**src/rtl/div_if.sv**
```systemverilog
// Handshake and operand/result bundle for the iterative divider.
// The requester drives through master; div_unit attaches through slave.
interface div_if;
  logic        start;
  logic        signed_div;
  logic [31:0] num1;
  logic [31:0] num2;
  logic        cancel;
  logic        busy;
  logic        result_valid;
  logic [31:0] lo;
  logic [31:0] hi;

  modport master (
    output start, signed_div, num1, num2, cancel,
    input  busy, result_valid, lo, hi
  );

  modport slave (
    input  start, signed_div, num1, num2, cancel,
    output busy, result_valid, lo, hi
  );
endinterface

```
**src/rtl/div_unit.sv**
```systemverilog
// 32-bit DIV/DIVU: restoring shift-subtract, one quotient bit per cycle.
// Optional DIV_ZERO_FAST_EN: a zero divisor bypasses CALC and finishes after one cycle.
module div_unit (
  input  logic  clk,
  input  logic  rst,
  div_if.slave  bus
);

  typedef enum logic [1:0] {
    IDLE   = 2'd0,
    CALC   = 2'd1,
    FINISH = 2'd2
  } state_t;

  state_t      state;
  state_t      state_next;
  logic [4:0]  iter;

  logic [31:0] quo;
  logic [31:0] rem;
  logic [31:0] dvs;
  logic        neg_q;
  logic        neg_r;

  logic [31:0] lo_q;
  logic [31:0] hi_q;

  logic        load;
  logic        commit;
`ifdef DIV_ZERO_FAST_EN
  logic        fast;
  logic [31:0] fast_lo;
`endif

  // Magnitudes of the incoming operands; DIVU passes them through untouched.
  logic [31:0] mag1;
  logic [31:0] mag2;

  always_comb begin
    mag1 = (bus.signed_div && bus.num1[31]) ? (32'd0 - bus.num1) : bus.num1;
    mag2 = (bus.signed_div && bus.num2[31]) ? (32'd0 - bus.num2) : bus.num2;
  end

  // One restoring step: shift the next dividend bit into the partial remainder
  // and keep the subtraction only when it does not borrow.
  logic [32:0] shifted;
  logic [32:0] trial;
  logic        qbit;
  logic [31:0] rem_step;
  logic [31:0] quo_step;
  logic [31:0] q_res;
  logic [31:0] r_res;

  always_comb begin
    shifted  = {rem, quo[31]};
    trial    = shifted - {1'b0, dvs};
    qbit     = ~trial[32];
    rem_step = qbit ? trial[31:0] : shifted[31:0];
    quo_step = {quo[30:0], qbit};
    q_res    = neg_q ? (32'd0 - quo_step) : quo_step;
    r_res    = neg_r ? (32'd0 - rem_step) : rem_step;
  end

  // A zero divisor naturally yields all-ones magnitude quotient and the
  // dividend as remainder, so only the fast path needs explicit values.
`ifdef DIV_ZERO_FAST_EN
  always_comb begin
    fast_lo = (bus.signed_div && bus.num1[31]) ? 32'h0000_0001 : 32'hFFFF_FFFF;
  end
`endif

  // NOTE: every output of this block gets a default before the case, so no
  // path leaves a signal unassigned and no latch is inferred.
  always_comb begin
    state_next = state;
    load       = 1'b0;
    commit     = 1'b0;
`ifdef DIV_ZERO_FAST_EN
    fast       = 1'b0;
`endif
    case (state)
      IDLE: begin
        if (bus.start) begin
          load = 1'b1;
`ifdef DIV_ZERO_FAST_EN
          if (bus.num2 == 32'd0) begin
            fast       = 1'b1;
            state_next = FINISH;
          end else begin
            state_next = CALC;
          end
`else
          state_next = CALC;
`endif
        end
      end
      CALC: begin
        if (iter == 5'd31) begin
          commit     = 1'b1;
          state_next = FINISH;
        end
      end
      FINISH:  state_next = IDLE;
      default: state_next = IDLE;
    endcase

    // Flush wins over everything, including a simultaneous start.
    if (bus.cancel) begin
      state_next = IDLE;
      load       = 1'b0;
      commit     = 1'b0;
`ifdef DIV_ZERO_FAST_EN
      fast       = 1'b0;
`endif
    end
  end

  // NOTE: sequential state uses non-blocking assignments so every register
  // samples the pre-edge values regardless of statement order.
  always_ff @(posedge clk) begin
    if (rst) begin
      state <= IDLE;
      iter  <= 5'd0;
    end else begin
      state <= state_next;
      // The 5-bit counter wraps 31->0 on the final CALC step by itself.
      iter  <= (state == CALC && !bus.cancel) ? iter + 5'd1 : 5'd0;
    end
  end

  // NOTE: the working registers are deliberately not reset; they are always
  // loaded on start before being read, and hi/lo are the only visible state.
  always_ff @(posedge clk) begin
    if (load) begin
      quo   <= mag1;
      rem   <= 32'd0;
      dvs   <= mag2;
      neg_q <= bus.signed_div & (bus.num1[31] ^ bus.num2[31]);
      neg_r <= bus.signed_div & bus.num1[31];
    end else if (state == CALC) begin
      quo   <= quo_step;
      rem   <= rem_step;
    end
  end

  always_ff @(posedge clk) begin
    if (rst) begin
      lo_q <= 32'd0;
      hi_q <= 32'd0;
    end else if (commit) begin
      lo_q <= q_res;
      hi_q <= r_res;
`ifdef DIV_ZERO_FAST_EN
    end else if (fast) begin
      lo_q <= fast_lo;
      hi_q <= bus.num1;
`endif
    end
  end

  assign bus.busy         = (state != IDLE);
  assign bus.result_valid = (state == FINISH);
  assign bus.lo           = lo_q;
  assign bus.hi           = hi_q;

endmodule
```
**src/flat_wrapper.sv**
```systemverilog
// flat-port wrapper written by rule: the top's interface ports become plain ports
module div_unit_flat 
  (clk, rst, bus_start, bus_signed_div, bus_num1, bus_num2, bus_cancel, bus_busy, bus_result_valid, bus_lo, bus_hi);
  div_if bus_i ();
  input  logic clk;
  input  logic rst;
  input wire logic [$bits(bus_i.start)-1:0] bus_start;
  input wire logic [$bits(bus_i.signed_div)-1:0] bus_signed_div;
  input wire logic [$bits(bus_i.num1)-1:0] bus_num1;
  input wire logic [$bits(bus_i.num2)-1:0] bus_num2;
  input wire logic [$bits(bus_i.cancel)-1:0] bus_cancel;
  output wire logic [$bits(bus_i.busy)-1:0] bus_busy;
  output wire logic [$bits(bus_i.result_valid)-1:0] bus_result_valid;
  output wire logic [$bits(bus_i.lo)-1:0] bus_lo;
  output wire logic [$bits(bus_i.hi)-1:0] bus_hi;
  assign bus_i.start = bus_start;
  assign bus_i.signed_div = bus_signed_div;
  assign bus_i.num1 = bus_num1;
  assign bus_i.num2 = bus_num2;
  assign bus_i.cancel = bus_cancel;
  assign bus_busy = bus_i.busy;
  assign bus_result_valid = bus_i.result_valid;
  assign bus_lo = bus_i.lo;
  assign bus_hi = bus_i.hi;
  div_unit u_core (.clk(clk), .rst(rst), .bus(bus_i));
endmodule
```
**config.mk**
```make
export PLATFORM = sky130hd
export DESIGN_NAME = div_unit_flat
export DESIGN_NICKNAME = d
export VERILOG_FILES = /design/src/rtl/div_if.sv /design/src/rtl/div_unit.sv /design/src/flat_wrapper.sv
export SDC_FILE = /design/constraint.sdc
export NUM_CORES = 1
export LEC_CHECK = 0
export CAP_MARGIN = 30
export CORE_MARGIN = 4
export CORE_UTILIZATION = 61
export DETAILED_ROUTE_END_ITERATION = 12
export GPL_TIMING_DRIVEN = 0
export PLACE_DENSITY = 0.92
export RECOVER_POWER = 50
export SKIP_CTS_REPAIR_TIMING = 1
export SLEW_MARGIN = 25
export SYNTH_ARGS = -nofsm -noshare
export SYNTH_HDL_FRONTEND = slang
export SYNTH_SLANG_ARGS = --single-unit
```
**constraint.sdc**
```tcl
create_clock -name clk -period 12.6 [get_ports clk]
set_input_delay 1.26 -clock clk [delete_from_list [all_inputs] [get_ports clk]]
set_output_delay 1.26 -clock clk [all_outputs]
set_load 0.005 [all_outputs]
```
* After elaboration in Yosys (flattened, before gate mapping)
Index checks and enable logic that the tools add are counted.
Word-level totals: flip-flop bits (word level) 169, bits of input ports 69, output and inout bits 66, logic and storage cells 51
Cells by class: add/subtract/negate cells 6, equal/unequal tests 5, muxes and demuxes 16, bitwise operators 5, reductions and logical operators 10
Operators by type and width (number):
- $mux W32 | 7
- $sub A1 B32 Y32 const A | 4
- $sub A33 B32 Y33 | 1
- $mux W1 | 6
- $add A5 B1 Y5 const B | 1
- $eq A5 B5 Y1 const B | 1
- $mux W2 | 2
- $pmux W2 S2 | 1
- $reduce_bool A2 Y1 | 2
- $reduce_or A2 Y1 | 2
- $logic_and A1 B1 Y1 | 3
- $and A1 B1 Y1 | 2
- $eq A2 B1 Y1 const B | 1
- $eq A2 B2 Y1 const B | 1
- $logic_not A2 Y1 | 1
- $ne A2 B1 Y1 const B | 1
- $ne A2 B2 Y1 const B | 1
- $not A1 Y1 | 2
- $reduce_and A2 Y1 | 1
- $logic_not A1 Y1 | 1
- $xor A1 B1 Y1 | 1

* Logic depth before layout (Yosys ltp)
Gate-level depths: netlist (run 1).
depth after elaboration 4, depth in mapped cells 24, gate-level depth less buffers 21

* Worst setup path before layout (run 1)
No wires, ideal clock.
path type flip-flop to flip-flop, start register u_core.quo[31], end register u_core.lo_q[28], in the netlist u_core.bus.lo[28], setup time 132 ps, arrival 4457 ps, data required time 12468 ps, slack 8010 ps, cell stages (with the launch flop) 24, path buffers 3, period minus slack after synthesis 4590 ps, cell sequence edfxtp_1 > inv_1 > ha_1 > inv_1 > fa_1 > a211oi_1 > o211ai_1 > nand3_2 > a2111oi_4 > nor3_2 > nor2_8 > inv_2 > buf_4 > buf_2 > buf_1 > ha_1 > nand2b_1 > or2_2 > nand2b_1 > nand2b_1 > or2_2 > o31ai_1 > xor2_1 > a21oi_1
Between the ends: word-level cells in the longest chain between the ends 4
Ends and longest elaborated chain:
- start: declaration | RTL line div_unit.sv:19 | logic [31:0] quo;
- start signal: assignment | RTL line div_unit.sv:135 | quo <= mag1;
- start signal: assignment | RTL line div_unit.sv:141 | quo <= quo_step;
- $sub A33 B32 Y33 | RTL line div_unit.sv:56 | trial = shifted - {1'b0, dvs};
- $not A1 Y1 | RTL line div_unit.sv:57 | qbit = ~trial[32];
- $sub A1 B32 Y32 | RTL line div_unit.sv:60 | q_res = neg_q ? (32'd0 - quo_step) : quo_step;
- $mux W32 | RTL line div_unit.sv:60
- end signal: assignment | RTL line div_unit.sv:151 | lo_q <= q_res;
- end: declaration | RTL line div_unit.sv:25 | logic [31:0] lo_q;
Every way passes these cells. A chain may end at the register's enable or synchronous reset.

* Worst setup path in the final report (run 1)
start register u_core.quo[31], end register u_core.hi_q[22], in the netlist u_core.bus.hi[22]
Between the ends: word-level cells in the longest chain between the ends 4
Ends and longest elaborated chain:
- $sub A33 B32 Y33 | RTL line div_unit.sv:56
- $mux W32 * | RTL line div_unit.sv:58 | rem_step = qbit ? trial[31:0] : shifted[31:0];
- $sub A1 B32 Y32 | RTL line div_unit.sv:61 | r_res = neg_r ? (32'd0 - rem_step) : rem_step;
- $mux W32 * | RTL line div_unit.sv:61
- end signal: assignment | RTL line div_unit.sv:152 | hi_q <= r_res;
- end: declaration | RTL line div_unit.sv:26 | logic [31:0] hi_q;
Mark *: on every way between the ends. The rest lies on a longest branch, timed or not.

==> results of run 1 <==
cell usage after synthesis, drive strengths merged, types with 19 or more instances:
cell type,number,area share
or3,25,0.014
edfxtp,66,0.18
ha,38,0.043
clkbuf,49,0.017
nor2,113,0.040
nand2,97,0.033
dfxtp,103,0.19
xor2,69,0.055
o21ai,85,0.039
nor3,26,0.012
mux2i,26,0.024
xnor2,75,0.059
a21oi,229,0.10
buf,19,0.0085
inv,59,0.020
sequential cells by signal (all words and copies together), names as in the netlist:
| register | flops |
|---|---|
| u_core.state | 2 |
| u_core.neg_q | 1 |
| u_core.rem | 32 |
| u_core.bus.lo | 32 |
| u_core.neg_r | 1 |
| u_core.bus.hi | 32 |
| u_core.quo | 32 |
| u_core.iter | 5 |
| u_core.dvs | 32 |
cells by family after synthesis:
group           share of synthesized area
mux                               0.02455
buf+inv                           0.04548
flops                              0.3656
fa+ha+maj                         0.04480
xor+xnor                           0.1140
simple gates                       0.1716
compound gates                     0.2339
cells in the final DEF, fill, tap and decap left out, types with 17 or more instances in the layout:
cell	Yosys	layout
ha_1	38	38
dlygate4sd3_1	0	73
nor2_1	112	112
inv_1	57	57
o21ai_0	79	79
a21oi_1	226	226
nand2b_1	18	18
clkdlybuf4s50_1	0	61
edfxtp_1	66	66
clkbuf_1	49	51
mux2i_1	26	26
xor2_1	69	69
xnor2_1	75	75
nor3_1	25	25
nand2_1	96	96
dfxtp_1	103	103
or3_1	25	25
o31ai_1	17	17
clkbuf_16	0	18
routing by layer:
layer  vias to the layer above  track usage
met1                      5080       0.4195
met2                       643       0.5361
met5                         -            0
met3                       146      0.05325
li1                       5057            -
met4                         0       0.1756
power by group:
part           internal (mW)  leakage (nW)  total (mW)  switching, mW
logic                  0.336          3.53       0.875          0.540
registers              0.615          1.45       0.669         0.0540
clock network          0.276         0.289       0.537          0.261
total                   1.23          5.27        2.08          0.855
final cells by class:
class	instances	area share
multi-input combinational	1018	0.4902
sequential	169	0.3043
timing repair buffer	136	0.1015
clock buffer	18	0.03390
tap	225	0.02119
buffer	68	0.02090
inverter	60	0.01695
clock inverter	14	0.01083
antenna	1	0.0001883
worst min-delay path by stage:
stage                     slack [ns]        endpoint           start
final                           0.45  u_core.iter[0]  u_core.iter[0]
after global routing            0.49  u_core.iter[0]  u_core.iter[0]
after CTS                       0.45  u_core.iter[0]  u_core.iter[0]
after detailed placement        0.44  u_core.iter[0]  u_core.iter[0]
after global placement          0.43  u_core.iter[0]  u_core.iter[0]
after floorplan                 0.42  u_core.iter[0]  u_core.iter[0]
==> results.yml, run 1 <==
power:
  p_total_mw: 2.081
  leakagePower_nw: 5.271
  power_density_nw_per_um2: 156.6
  vdd_drop_max_mv: 0.1325
hold_path:
  hp-class: "reg -> reg"
  worstHoldPathCells: 1
yosys:
  synth_fp_nets: 1423
  synth-seq-cells: 169
  synthCells: 1315
  synth_flop_cell: "dfxtp_1"
  async_flop_share: 0
  synth_edf_count: 66
  syn_avg_cell_area_sq_um: 8.411
  yosysSeqAreaShare: 0.3656
  synth_cell_types: 86
  syn_area_sq_um: 11060
  yosysWarnings: 0
detailed_routing:
  wl_met2_microns: 15670
  drcViolationCount: 0
  ant_nets: 0
  vias: 10930
  routed_wl_microns: 33600
  wl_per_cell_microns: 19.66
  viasPerCell: 6.393
  highest_layer: "met4"
  wl_met3_microns: 3114
  met1_length_microns: 13100
  drt-pass1-iter-count: 7
  drt_iter0_drc: 1349
setup_path:
  worstSetupPathDepth: 24
  worst_setup_path_start_kind: "flip-flop"
  path_delay_family: "compound AO/OA/AOI/OAI gates"
  crit-reg2reg-launch: "u_core.quo[31]"
  regToRegSetupSlack_ns: 6.51
  crit_chain: "inv_1 -> ha_1 -> inv_1 -> fa_1 -> a211oi_1 -> o211ai_1 -> nand3_2 -> a2111oi_4 -> nor3_2 -> nor2_8 -> inv_2 -> buf_4 -> buf_2 -> buf_1 -> nor2_1 -> a21oi_1 -> ha_1 -> nor2b_1 -> o2111a_1 -> a41oi_1 -> or2_1 -> o31ai_1 -> xnor2_1 -> a21oi_1"
  max_stage_delay_ns: 0.62
  critPathKind: "reg -> reg"
  cp.required_ns: 12.92
  rr_endpoint: "u_core.bus.hi[22]"
  crit_end: "u_core.bus.hi[22]"
  critPathBufInv: 6
  arrival_ns: 6.41
  slowest_stage: "nor3_2"
  r2r_cells: 24
  startpoint: "u_core.quo[31]"
  cp_max_fo: 10
  worstSetupEndpointType: "flip-flop"
finish:
  fin_util: 0.7577
  drive_gt1_frac: 0.06001
  fin_nets: 1578
  multiInputGateArea_sq_um: 6514
  areaGrowthSynthToFinish_pct: 20.14
  n_fill_cell: 1240
  post-route-cell-area_sq_um: 13290
  final_cells: 1709
  regArea_sq_um: 4044
outcome:
  status: "complete, but fails checks"
  violations: "capacitance limit, slew limit"
clock_tree:
  htree_levels: 4
  cts-buffers-inserted: 17
  clock_sinks: 169
  clk-insertion-delay-late_ns: 0.45
  cts_tree: "built"
  clockRootBuffer: "clkbuf_16"
  path_clk_slew_ns: 0.07
  clock_path_buffers: 2
timing:
  fin_tns_setup_ns: 0
  worstMarginPinSlew_ns: 1.652
  timing.final.ws_setup_ns: 6.514
  max_freq_ghz: 0.1643
  fin_crit_sh: 0.4830
  fin_worst_skew_ns: 0.01159
  drv_slew: 31
  whs_ns: 0.4541
  slew_headroom: -0.1013
  rsz0062_at_grt: "no"
  finalHoldViolations: 0
  finalSetupViolations: 0
  final.min_clock_period_ns: 6.086
grt:
  grt_max_degree: 33
  grt_overflow: 0
  antenna_found_initial: 0
  grt_first_pass_wirelength_microns: 53420
  first_global_vias: 10730
  grt.total_usage: 0.3286
floorplan:
  die_y_microns: 142.7
  ios: 135
  fp.dieW_microns: 142.7
  coreArea_sq_um: 17540
  start_util: 0.6307
  die-area_sq_um: 20350
  num_rows: 48
placed_design:
  place_inst: 1675
  dp_slack_ns: 6.826
  place_area_sq_um: 12700
  dp_hpwl_microns: 24820
  place.gp.congestion: 0.9398
  io_buffers: 134
job:
  cap_viol_max_count: 1
(Power assumes the default switching activity.)
==> run 2, diff against run 1 <==
- CORE_UTILIZATION: 61 -> 57
- PLACE_DENSITY: 0.92 -> 0.87
- clock period: 12.6 -> 6.3 ns (I/O delays scaled with it)
==> run 2 against run 1 <==
  * The flow still finishes with violations (capacitance limit, slew limit)
  * Global-route usage decreased by 4.0 points
  * Wire length is 5.2% lower
  * Register-to-register slack lost 6.2 ns
  * Critical path type unchanged
  * First-iteration DRC count decreased by 30%
  * Die area up 6.6%
  * Core utilization down 5.2 points
==> results.yml, run 2 (synthesized netlist as in run 1, its figures left out) <==
outcome:
  status: "complete, but fails checks"
  violations: "capacitance limit, slew limit"
clock_tree:
  clock_path_buffers: 2
  clk-insertion-delay-late_ns: 0.44
  cts_tree: "built"
  clockRootBuffer: "clkbuf_16"
  htree_levels: 4
  cts-buffers-inserted: 17
  path_clk_slew_ns: 0.07
  clock_sinks: 169
setup_path:
  regToRegSetupSlack_ns: 0.27
  slowest_stage: "nor3_2"
  cp_max_fo: 10
  cp.required_ns: 6.61
  worstSetupEndpointType: "flip-flop"
  r2r_cells: 24
  startpoint: "u_core.quo[31]"
  worst_setup_path_start_kind: "flip-flop"
  rr_endpoint: "u_core.bus.hi[24]"
  max_stage_delay_ns: 0.60
  arrival_ns: 6.33
  crit_chain: "inv_1 -> ha_1 -> inv_1 -> fa_1 -> a211oi_1 -> o211ai_1 -> nand3_2 -> a2111oi_4 -> nor3_2 -> nor2_8 -> inv_2 -> buf_4 -> buf_2 -> buf_1 -> nor2_1 -> a21oi_1 -> ha_1 -> nor2b_1 -> o2111a_1 -> a41oi_1 -> or2_1 -> o31ai_1 -> xnor2_1 -> a21oi_1"
  crit-reg2reg-launch: "u_core.quo[31]"
  critPathKind: "reg -> reg"
timing:
  whs_ns: 0.4514
  fin_crit_sh: 0.9565
  slew_headroom: -0.09310
  rsz0062_at_grt: "no"
  final.min_clock_period_ns: 6.026
  drv_slew: 31
  fin_tns_setup_ns: 0
  fin_worst_skew_ns: 0.01321
  finalHoldViolations: 0
  worstMarginPinSlew_ns: 1.640
  finalSetupViolations: 0
  max_freq_ghz: 0.1659
detailed_routing:
  viasPerCell: 6.071
  vias: 10580
  ant_nets: 0
  drt_iter0_drc: 938
  routed_wl_microns: 31850
  drcViolationCount: 0
  wl_per_cell_microns: 18.28
  drt-pass1-iter-count: 5
placed_design:
  io_buffers: 134
  dp_hpwl_microns: 24680
  place.gp.congestion: 0.9484
floorplan:
  num_rows: 50
  ios: 135
  coreArea_sq_um: 18890
  die_y_microns: 147.3
  die-area_sq_um: 21700
  start_util: 0.5854
  fp.dieW_microns: 147.3
grt:
  grt_first_pass_wirelength_microns: 50880
  grt.total_usage: 0.2887
  first_global_vias: 10130
  grt_use_met3: 0.03701
  antenna_found_initial: 0
  grt_overflow: 0
  grt_busiest_layer: "met2"
  gr-usage-met1: 0.3927
  grt_use_met2: 0.4647
  grt_max_degree: 33
hold_path:
  hold_start: "u_core.iter[0]"
  min_to: "u_core.iter[0]"
  worstHoldPathCells: 1
  hp-class: "reg -> reg"
finish:
  final_common_cell: "a21oi_1"
  drive_gt1_frac: 0.05934
  areaGrowthSynthToFinish_pct: 20.59
  fin_nets: 1578
  layout_common_cells: "a21oi_1 (226), nor2_1 (112), dfxtp_1 (103), nand2_1 (96), o21ai_0 (79)"
  num_antenna_cells: 0
  fin_util: 0.7060
power:
  leakagePower_nw: 5.279
  p_total_mw: 4.135
  power_density_nw_per_um2: 310.0
  vdd_drop_max_mv: 0.2349
job:
  cap_viol_max_count: 1
run 2: metrics by stage:
| stage | setup slack [ns] | area, sq um | std cells |
|---|---|---|---|
| 2_1_floorplan | 1.710 | 11060 | 1315 |
| 3_3_place_gp | 0.5233 | 12730 | 1709 |
| 3_5_place_dp | 0.4907 | 12750 | 1710 |
| 4_1_cts | 0.4436 | 13350 | 1742 |
| 5_1_grt | 0.03018 | 13340 | 1743 |
| 6_report | 0.2739 | 13340 | 1743 |
run 2: worst max-delay path by stage:
| stage | to | cells after the start |
|---|---|---|
| after floorplan | u_core.bus.lo[28] | 23 |
| after global placement | u_core.bus.hi[24] | 24 |
| after detailed placement | u_core.bus.hi[28] | 24 |
| after CTS | u_core.bus.hi[28] | 24 |
| after global routing | u_core.bus.lo[30] | 23 |
| final | u_core.bus.hi[24] | 24 |
run 2: area by class of cell:
type | count | area [sq um]
clock inverters | 15 | 177.7
fillers | 1526 | 5555
multi-input cells | 1018 | 6514
well taps | 260 | 325.3
flip-flops and latches | 169 | 4044
plain buffers | 68 | 277.8
clock buffers | 17 | 425.4
inverters | 60 | 225.2
repair buffers | 136 | 1349
run 2: power by group:
part / switching, mW / total (mW) / internal (mW)
clock network: 0.502 / 1.07 / 0.570
registers: 0.104 / 1.33 / 1.23
logic: 1.06 / 1.73 / 0.671
total: 1.66 / 4.13 / 2.47
run 2: layer usage:
| layer | vias up | wire length (microns) |
|---|---|---|
| met3 | 86 | 2441 |
| met5 | - | 0 |
| met1 | 4935 | 13450 |
| met2 | 514 | 14890 |
| li1 | 5046 | - |
| met4 | 0 | 1070 |
run 2: critical path: cells and delay by family, from the launching register on:
family | cells | cell delay (ns)
compound gates | 8 | 1.51
simple gates | 6 | 1.49
buf+inv | 6 | 1.28
fa+ha+maj | 3 | 0.94
flops | 1 | 0.46
xor+xnor | 1 | 0.19
==> RTL edit (config.mk and constraints of run 2) <==
The option `DIV_ZERO_FAST_EN` is turned on by a define.
--- a/src/rtl/div_unit.sv
+++ b/src/rtl/div_unit.sv
@@ -1,4 +1,6 @@
 // 32-bit DIV/DIVU: restoring shift-subtract, one quotient bit per cycle.
 // Optional DIV_ZERO_FAST_EN: a zero divisor bypasses CALC and finishes after one cycle.
+`define DIV_ZERO_FAST_EN
+
 module div_unit (
   input  logic  clk,
Function: changed (a bounded check fails within 4 cycles, from zero or initial values and one cycle with rst high).
==> RTL edit against run 2 <==
- the run still ends with capacitance limit, slew limit left
- clock skew increased by 4.7 ps
- power up 1.3%
- worst setup slack lost 45 ps
- cell area up 7.3%
- sequential cell count did not move
- area after synthesis rose by 8.0%
- global-route usage grew 3.6 points
- sequential share of layout area decreased by 2.1 points
- cell count increased by 9.5%
- wire length increased by 24%
- synthesized cell count grew 12%
- largest cell class unchanged
==> RTL edit: results (changes against run 2) <==
worst skew pair latency: 450 ps
first-pass GRT wire length: 61.2 mm (+20%)
metal3 WL: 4.37 mm (+79%)
gp weighted congestion: 0.981 (+3.5%)
Vias/cell: 6.56 (+8.1%)
WL met1: 15.9 mm (+18%)
violated checks: capacitance limit, slew limit
top cells by area, synth: dfxtp_1 17%, edfxtp_1 17%, xnor2_1 6.2%
most instantiated cells after synthesis: 174 x nand2_1, 146 x nor2_1, 126 x a21oi_1, 103 x dfxtp_1, 90 x o21ai_0
Placed Area: 13700 um^2 (+7.1%)
post-synth cell types: 82 (-4.7%)
DRT Pass-1 Iters: 6 (+1)
worst path required time: 6670 ps (+60 ps)
filler cell count: 1686 (+10%)
vias in the first global route: 11610 (+15%)
Nets: 1733 (+9.8%)
Worst path max stage delay: 460 ps (-140 ps)
Synthesized Nets: 1576 (+11%)
top cell type's share of synthesized area: 0.173 (-0.0138)
Mean Syn Cell Area: 8.14 um^2 (-3.3%)
Critical-path top delay cell: edfxtp_1
gr usage total: 0.324 (+0.0356)
LEAKAGE: 5.40 nW (+2.3%)
final non-filler cell total: 1908 (+9.5%)
DRT iter0 DRCs: 1488 (+59%)
status: finished, violations left
met2 wire length: 18.2 mm (+22%)
Seq/Total Area, Yosys: 0.339 (-0.0271)
Power Internal: 2.47 mW (-0.11%)
Max-cap violations: 1 (unchanged)
Max Fanout on Critical Path: 19 (+9)
final number of max-transition violations: 32 (+3.2%)
layout cell share with drive strength beyond 1: 0.0549 (-0.00439)
## RTL edit: critical path, delay by kind of cell (launching register included)
kind	cells	cell delay, ps
XOR/XNOR	1	150
adder cells (fa/ha/maj)	3	770
AND/OR/NAND/NOR	8	2320
buffers and inverters	5	870
AO/OA/AOI/OAI	6	1410
flip-flops	1	460
## RTL edit: logic make-up after synthesis
family | Yosys count | synth area share
buffers and inverters | 125 | 0.0408
adders and majority gates | 39 | 0.0415
muxes | 29 | 0.0250
DFF | 169 | 0.339
and+or+nand+nor | 537 | 0.214
xor gates and xnor gates | 128 | 0.0939
AOI/OAI and AO/OA | 441 | 0.246
## RTL edit: power by group through the flow
| stage | Sequential, mW | Combinational, mW | Clock (mW) |
|---|---|---|---|
| 6_report | 1.31 | 1.76 | 1.12 |
| 3_5_place_dp | 1.33 | 1.66 | 0 |
| 5_1_grt | 1.32 | 1.89 | 1.16 |
| 3_3_place_gp | 1.33 | 1.62 | 0 |
| 4_1_cts | 1.31 | 1.67 | 1.11 |
| 2_1_floorplan | 1.30 | 1.22 | 0 |
## RTL edit: final cells by class
| class | count | share of cell area |
|---|---|---|
| clock inverters | 15 | 0.0136 |
| plain buffers | 70 | 0.0205 |
| multi-input cells | 1174 | 0.519 |
| repair buffers | 140 | 0.0966 |
| inverters | 53 | 0.0139 |
| clock buffers | 17 | 0.0297 |
| flip-flops and latches | 169 | 0.283 |
| well taps | 270 | 0.0236 |
## RTL edit: worst paths after layout
kind	cells past startpoint	to	slack, ps
max reg2reg	23	u_core.bus.lo[28]	230
min	1	u_core.iter[0]	450
max	23	u_core.bus.lo[28]	230
min reg2reg	1	u_core.iter[0]	450
## RTL edit: per-layer routing
layer  vias up  track usage
li1       5720            -
met1      5935        0.443
met2       765        0.514
met3       100       0.0733
met4         0        0.104
met5         -            0
